## config.mk

```make
export PLATFORM = sky130hd
export DESIGN_NAME = seq_divider_flat
export DESIGN_NICKNAME = d
export VERILOG_FILES = /design/src/rtl/div_pkg.sv /design/src/rtl/seq_divider_if.sv /design/src/rtl/div_cond_neg.sv /design/src/rtl/seq_divider.sv /design/src/flat_wrapper.sv
export SDC_FILE = /design/constraint.sdc
export NUM_CORES = 1
export LEC_CHECK = 0
export BUFFER_PORTS_ARGS = -buffer_cell sky130_fd_sc_hd__clkbuf_2
export CAP_MARGIN = 40
export CORE_MARGIN = 5
export CORE_UTILIZATION = 53
export DETAILED_ROUTE_END_ITERATION = 6
export PLACE_DENSITY = 0.75
export SKIP_CTS_REPAIR_TIMING = 1
export SLEW_MARGIN = 10
export SYNTH_ARGS = -nofsm -noshare
export SYNTH_HDL_FRONTEND = slang
export SYNTH_HIERARCHICAL = 1
export SYNTH_SLANG_ARGS = --single-unit
```

## constraint.sdc

```tcl
create_clock -name clk -period 5.2 [get_ports clk]
set_clock_uncertainty 0.2 [all_clocks]
set_input_delay 0.26 -clock clk [delete_from_list [all_inputs] [get_ports clk]]
set_output_delay 0.26 -clock clk [all_outputs]
set_load 0.03 [all_outputs]
```

## src/rtl/div_pkg.sv

```systemverilog
// Shared types and helpers for the sequential restoring divider.
package div_pkg;

   typedef enum logic [1:0] {IDLE, ITER, FIX} state_e;

   localparam int DEF_WIDTH = 8;
   localparam int CNT_W     = $clog2(DEF_WIDTH);

   // Sign bit of a w-bit value carried in a 32-bit container.
   function automatic logic sign_of(input logic [31:0] x, input int w);
      return x[w-1];
   endfunction

endpackage

```

## src/rtl/seq_divider_if.sv

```systemverilog
// Request/result bundle for seq_divider; the divider sits on the slave side.
interface seq_divider_if #(parameter int WIDTH = 8);
   logic             start;
   logic [WIDTH-1:0] dividend;
   logic [WIDTH-1:0] divisor;
   logic             ready;
   logic             busy;
   logic             done;
   logic [WIDTH-1:0] quotient;
   logic [WIDTH-1:0] remainder;
   logic             dbz;
   logic             ovf;

   modport master (output start, dividend, divisor,
                   input  ready, busy, done, quotient, remainder, dbz, ovf);
   modport slave  (input  start, dividend, divisor,
                   output ready, busy, done, quotient, remainder, dbz, ovf);
endinterface

```

## src/rtl/div_cond_neg.sv

```systemverilog
// Conditional two's-complement negate: y = neg ? -x : x.
module div_cond_neg #(parameter int WIDTH = 8) (
   input  logic             neg,
   input  logic [WIDTH-1:0] x,
   output logic [WIDTH-1:0] y
);
   assign y = neg ? ('0 - x) : x;
endmodule

```

## src/rtl/seq_divider.sv

```systemverilog
// Multi-cycle restoring divider, one quotient bit per clock, signed or unsigned.
// Optional SEQ_DIVIDER_FLAGS_EN adds divide-by-zero and MIN/-1 overflow flags.
module seq_divider
   import div_pkg::*;
#(
   parameter int WIDTH  = 8,
   parameter bit SIGNED = 1'b1
) (
   input  logic          clk,
   input  logic          rst_n,
   seq_divider_if.slave  bus
);
   localparam int CNTW = $clog2(WIDTH);

   state_e           state_q, state_d;
   logic [CNTW-1:0]  cnt_q, cnt_d;
   logic [WIDTH-1:0] a_q, a_d, q_q, q_d, d_q, d_d;
   logic [WIDTH-1:0] quo_q, quo_d, rem_q, rem_d;
   logic             qneg_q, qneg_d, rneg_q, rneg_d, done_q, done_d;
   logic [WIDTH-1:0] dvd_mag, dvs_mag, quo_fix, rem_fix;
   logic [WIDTH+1:0] trial;
   logic             dvd_s, dvs_s;

   assign dvd_s = SIGNED & bus.dividend[WIDTH-1];
   assign dvs_s = SIGNED & bus.divisor[WIDTH-1];

   div_cond_neg #(.WIDTH(WIDTH)) u_neg_dvd (.neg(dvd_s),  .x(bus.dividend), .y(dvd_mag));
   div_cond_neg #(.WIDTH(WIDTH)) u_neg_dvs (.neg(dvs_s),  .x(bus.divisor),  .y(dvs_mag));
   div_cond_neg #(.WIDTH(WIDTH)) u_neg_quo (.neg(qneg_q), .x(q_q),          .y(quo_fix));
   div_cond_neg #(.WIDTH(WIDTH)) u_neg_rem (.neg(rneg_q), .x(a_q),          .y(rem_fix));

   // Trial subtract on the shifted partial remainder {A,Q[msb]}; keeping the
   // shifted-out bit lets unsigned divisors above 2^(WIDTH-1) work.
   assign trial = {1'b0, a_q, q_q[WIDTH-1]} - {2'b00, d_q};

   always_comb begin
      state_d = state_q;
      cnt_d   = cnt_q;
      a_d     = a_q;
      q_d     = q_q;
      d_d     = d_q;
      quo_d   = quo_q;
      rem_d   = rem_q;
      qneg_d  = qneg_q;
      rneg_d  = rneg_q;
      done_d  = 1'b0;
      case (state_q)
         IDLE: if (bus.start) begin
            state_d = ITER;
            a_d     = '0;
            q_d     = dvd_mag;
            d_d     = dvs_mag;
            cnt_d   = '0;
            qneg_d  = dvd_s ^ dvs_s;
            rneg_d  = dvd_s;
         end
         ITER: begin
            if (!trial[WIDTH+1]) begin
               a_d = trial[WIDTH-1:0];
               q_d = {q_q[WIDTH-2:0], 1'b1};
            end else begin
               a_d = {a_q[WIDTH-2:0], q_q[WIDTH-1]};
               q_d = {q_q[WIDTH-2:0], 1'b0};
            end
            cnt_d = cnt_q + 1'b1;
            if (cnt_q == CNTW'(WIDTH-1)) state_d = FIX;
         end
         FIX: begin
            quo_d   = quo_fix;
            rem_d   = rem_fix;
            done_d  = 1'b1;
            state_d = IDLE;
         end
         default: state_d = IDLE;
      endcase
   end

   always_ff @(posedge clk or negedge rst_n) begin
      if (!rst_n) begin
         state_q <= IDLE;
         cnt_q   <= '0;
         a_q     <= '0;
         q_q     <= '0;
         d_q     <= '0;
         quo_q   <= '0;
         rem_q   <= '0;
         qneg_q  <= 1'b0;
         rneg_q  <= 1'b0;
         done_q  <= 1'b0;
      end else begin
         state_q <= state_d;
         cnt_q   <= cnt_d;
         a_q     <= a_d;
         q_q     <= q_d;
         d_q     <= d_d;
         quo_q   <= quo_d;
         rem_q   <= rem_d;
         qneg_q  <= qneg_d;
         rneg_q  <= rneg_d;
         done_q  <= done_d;
      end
   end

`ifdef SEQ_DIVIDER_FLAGS_EN
   // Flags captured at accept, published together with the results.
   logic dbzp_q, dbzp_d, ovfp_q, ovfp_d, dbz_q, dbz_d, ovf_q, ovf_d;

   always_comb begin
      dbzp_d = dbzp_q;
      ovfp_d = ovfp_q;
      dbz_d  = dbz_q;
      ovf_d  = ovf_q;
      if (state_q == IDLE && bus.start) begin
         dbzp_d = (bus.divisor == '0);
         ovfp_d = SIGNED && (bus.dividend == {1'b1, {(WIDTH-1){1'b0}}}) && (bus.divisor == '1);
      end
      if (state_q == FIX) begin
         dbz_d = dbzp_q;
         ovf_d = ovfp_q;
      end
   end

   always_ff @(posedge clk or negedge rst_n) begin
      if (!rst_n) begin
         dbzp_q <= 1'b0;
         ovfp_q <= 1'b0;
         dbz_q  <= 1'b0;
         ovf_q  <= 1'b0;
      end else begin
         dbzp_q <= dbzp_d;
         ovfp_q <= ovfp_d;
         dbz_q  <= dbz_d;
         ovf_q  <= ovf_d;
      end
   end

   assign bus.dbz = dbz_q;
   assign bus.ovf = ovf_q;
`else
   assign bus.dbz = 1'b0;
   assign bus.ovf = 1'b0;
`endif

   assign bus.ready     = (state_q == IDLE);
   assign bus.busy      = (state_q == ITER) || (state_q == FIX);
   assign bus.done      = done_q;
   assign bus.quotient  = quo_q;
   assign bus.remainder = rem_q;

endmodule

```

## src/flat_wrapper.sv

```systemverilog
// flat-port wrapper written by rule: the top's interface ports become plain ports
module seq_divider_flat import div_pkg::*;
#(
   parameter int WIDTH  = 8,
   parameter bit SIGNED = 1'b1
)
  (clk, rst_n, bus_start, bus_dividend, bus_divisor, bus_ready, bus_busy, bus_done, bus_quotient, bus_remainder, bus_dbz, bus_ovf);
  seq_divider_if #(.WIDTH(WIDTH)) bus_i ();
  input  logic clk;
  input  logic rst_n;
  input wire logic [$bits(bus_i.start)-1:0] bus_start;
  input wire logic [$bits(bus_i.dividend)-1:0] bus_dividend;
  input wire logic [$bits(bus_i.divisor)-1:0] bus_divisor;
  output wire logic [$bits(bus_i.ready)-1:0] bus_ready;
  output wire logic [$bits(bus_i.busy)-1:0] bus_busy;
  output wire logic [$bits(bus_i.done)-1:0] bus_done;
  output wire logic [$bits(bus_i.quotient)-1:0] bus_quotient;
  output wire logic [$bits(bus_i.remainder)-1:0] bus_remainder;
  output wire logic [$bits(bus_i.dbz)-1:0] bus_dbz;
  output wire logic [$bits(bus_i.ovf)-1:0] bus_ovf;
  assign bus_i.start = bus_start;
  assign bus_i.dividend = bus_dividend;
  assign bus_i.divisor = bus_divisor;
  assign bus_ready = bus_i.ready;
  assign bus_busy = bus_i.busy;
  assign bus_done = bus_i.done;
  assign bus_quotient = bus_i.quotient;
  assign bus_remainder = bus_i.remainder;
  assign bus_dbz = bus_i.dbz;
  assign bus_ovf = bus_i.ovf;
  seq_divider #(.WIDTH(WIDTH), .SIGNED(SIGNED)) u_core (.clk(clk), .rst_n(rst_n), .bus(bus_i));
endmodule
```

==> results.py <==
metrics = {
    "logic_synthesis": {
        "ys_types": 45,
        "ys_warn_count": 6,
        "synth_top_area_share_pct": 38.25,
        "synthTopCellsByCount": "48 x dfrtp_1, 28 x nand2_1, 27 x xnor2_1",
        "syn_inst": 297,
        "synth_most_common_cell": "dfrtp_1",
        "netlist_area_um2": 3141,
        "synthArstFlopShare_pct": 100.0,
        "syn_area_per_cell_um2": 10.57,
        "ys_seq_area_share_pct": 38.25,
        "synth_edf_count": 0,
        "yosysTopAreaCell": "dfrtp_1",
        "synth_area_leaders": "dfrtp_1 38%, mux2_2 9.0%, xnor2_1 7.5%",
        "synth_ff_type": "dfrtp_1",
        "ys_seq_elements": 48,
    },
    "route": {
        "wl_um": 5909,
        "post-route-drc-count": 0,
        "via_per_inst": 5.356,
        "drtAntennaViolNets": 0,
        "first_iter_violations": 157,
        "wl_per_cell_um": 14.52,
        "firstDrtPassIters": 6,
        "vias": 2180,
    },
    "floorplan": {
        "die_area_um2": 7565,
        "ios": 40,
        "die_width_um": 86.98,
        "rows": 28,
        "start_util_pct": 53.68,
        "core-area_um2": 5851,
        "die_y_um": 86.98,
    },
    "clocking": {
        "cts-buffers-inserted": 5,
        "cts_tree": "done",
        "cts_sinks": 48,
        "htreeDepth": 2,
        "clk_pin_slew_ns": 0.09,
        "clock_latency_ns": 0.30,
        "root_buffer": "clkbuf_8",
        "cts.path.max_buffers": 2,
    },
    "sta": {
        "setup_tns_ns": 0,
        "setup_violations": 0,
        "finalHoldViolCount": 0,
        "fmax_mhz": 443.6,
        "min_period_ns": 2.254,
        "rsz0062_at_grt": "no",
        "worst_slew_pin_slew_ns": 0.7837,
        "finalCritPeriodShare_pct": 43.35,
        "report.final.slew_viol_count": 0,
        "fin_ws_ns": 2.946,
        "maxSlewHeadroom_pct": 47.75,
    },
    "layout": {
        "multiInputGateArea_um2": 1764,
        "regArea_um2": 1201,
        "fillers": 490,
        "fin_nets": 368,
        "final_cells": 407,
        "fin_util_pct": 59.58,
        "syn2layout_area_growth_pct": 11.00,
        "antenna_cells": 0,
        "drive_gt1_share_pct": 30.12,
    },
    "setup_path": {
        "crit_family": "compound AO/OA/AOI/OAI gates",
        "slowest_delay_ns": 0.48,
        "critPathKind": "register to register",
        "cp_num_buf_inv": 0,
        "startpoint_type": "register",
        "crit_start": "u_core/a_q[3]$_DFFE_PN0P_",
        "path_max_fanout": 14,
        "r2r-start": "u_core/a_q[3]$_DFFE_PN0P_",
        "end_kind": "register",
        "path_common_cell": "a21oi_4",
        "cp_slowest_cell": "dfrtp_1",
        "worstPathRequired_ns": 5.18,
        "cp_cell_sequence": "ha_1, a21oi_4, o221ai_2, a21oi_4, mux2i_1, o21ai_1",
        "critPathArrivalTime_ns": 2.23,
    },
    "flow_run": {
        "maxCapViolations": 0,
    },
    "pwr": {
        "powerDensity_nw_per_um2": 653.6,
        "ir_worst_vdd_v": 0.0002705,
        "p_leak_nw": 1.637,
    },
    "global_routing": {
        "grt_max_degree": 49,
        "grtUsageTotal_pct": 16.87,
        "grt_pass1_wl_um": 10090,
        "overflow": 0,
        "grt_pass1_vias": 2184,
        "antenna_found_initial": 0,
    },
    "placed_design": {
        "dp.cells": 398,
        "io_buffers": 37,
        "pre_cts_ws_ns": 2.955,
        "hpwl_um": 4545,
        "gp_congestion": 0.8008,
    },
    "worst_hold_path": {
        "hp-start": "bus_divisor[0]",
        "min_path_type": "primary input to register",
    },
    "run_status": {
        "outcome": "finished clean",
    },
}
-- per-stage QoR --
stage,hold WS (ns),power [mW],area [um^2]
floorplan,-0.2356,1.742,3144
global placement,0.1842,1.930,3338
detailed placement,0.1901,2.001,3349
CTS,-0.1379,2.298,3476
global route,0.03255,2.474,3486
finish,0.01936,2.278,3486
-- worst paths after layout --
path | endpoint | slack, ns | cells past startpoint
min reg2reg | u_core/d_q[4]$_DFFE_PN0P_ | 0.31 | 1
max in group asynchronous | u_core/d_q[6]$_DFFE_PN0P_ | 3.99 | 3
min in group asynchronous | u_core/bus.quotient[2]$_DFFE_PN0P_ | 0.39 | 3
max reg2reg | u_core/a_q[4]$_DFFE_PN0P_ | 2.95 | 6
max | u_core/a_q[4]$_DFFE_PN0P_ | 2.95 | 6
min | u_core/d_q[0]$_DFFE_PN0P_ | 0.02 | 2
-- sequential cells by signal (all words and copies together), names as in the netlist --
register,count
u_core/bus.done,1
u_core/bus.remainder,8
u_core/cnt_q,3
u_core/rneg_q,1
u_core/qneg_q,1
u_core/q_q,8
u_core/bus.quotient,8
u_core/d_q,8
u_core/state_q,2
u_core/a_q,8
-- power breakdown --
part / switching [mW] / internal, mW / leakage, nW
logic: 0.717 / 0.563 / 0.957
clock network: 0.125 / 0.170 / 0.0645
registers: 0.171 / 0.533 / 0.615
total: 1.01 / 1.27 / 1.64
-- kinds of logic after synthesis --
logic type      after synthesis  share of synthesized area (%)
compound gates               64                          16.53
xor+xnor                     29                          8.088
fa+ha+maj                    18                          7.410
buf+inv                      37                          5.697
flops                        48                          38.25
mux                          36                          12.47
other cells                   1                         0.1194
simple gates                 64                          11.43
-- cells in the final DEF, fill, tap and decap left out, drive strengths merged, types with 2 or more instances in the layout --
master,n
o21ai,27
ha,17
a21o,2
o31ai,9
dfrtp,48
nand2,29
nor2,6
a21oi,11
xor2,2
mux2i,11
conb,2
inv,23
nand3,3
nor3,3
clkbuf,44
mux2,25
nand2b,12
or3,8
a22o,2
a32oi,3
o311ai,2
xnor2,27
a211oi,2
buf,2
-- layout make-up --
cell class                      instances  share of cell area (%)
Clock inverter                          1                  0.8615
Sequential cell                        48                   34.46
Timing Repair Buffer                   40                   6.138
Clock buffer                            7                   2.764
Tap cell                               75                   2.692
Inverter                               23                   2.477
Multi-Input combinational cell        213                   50.61
-- routing by layer --
metal	track usage [%]	wire length, um	part of all wire [%]	vias to the layer above
met2	28.71	2909	49	33
met1	21.79	2731	46	1052
li1	-	-	-	1091
met5	0	0	0	-
met4	4.249	61	1.0	0
met3	3.595	205	3.5	4
Power figures use the tool's default switching activity.
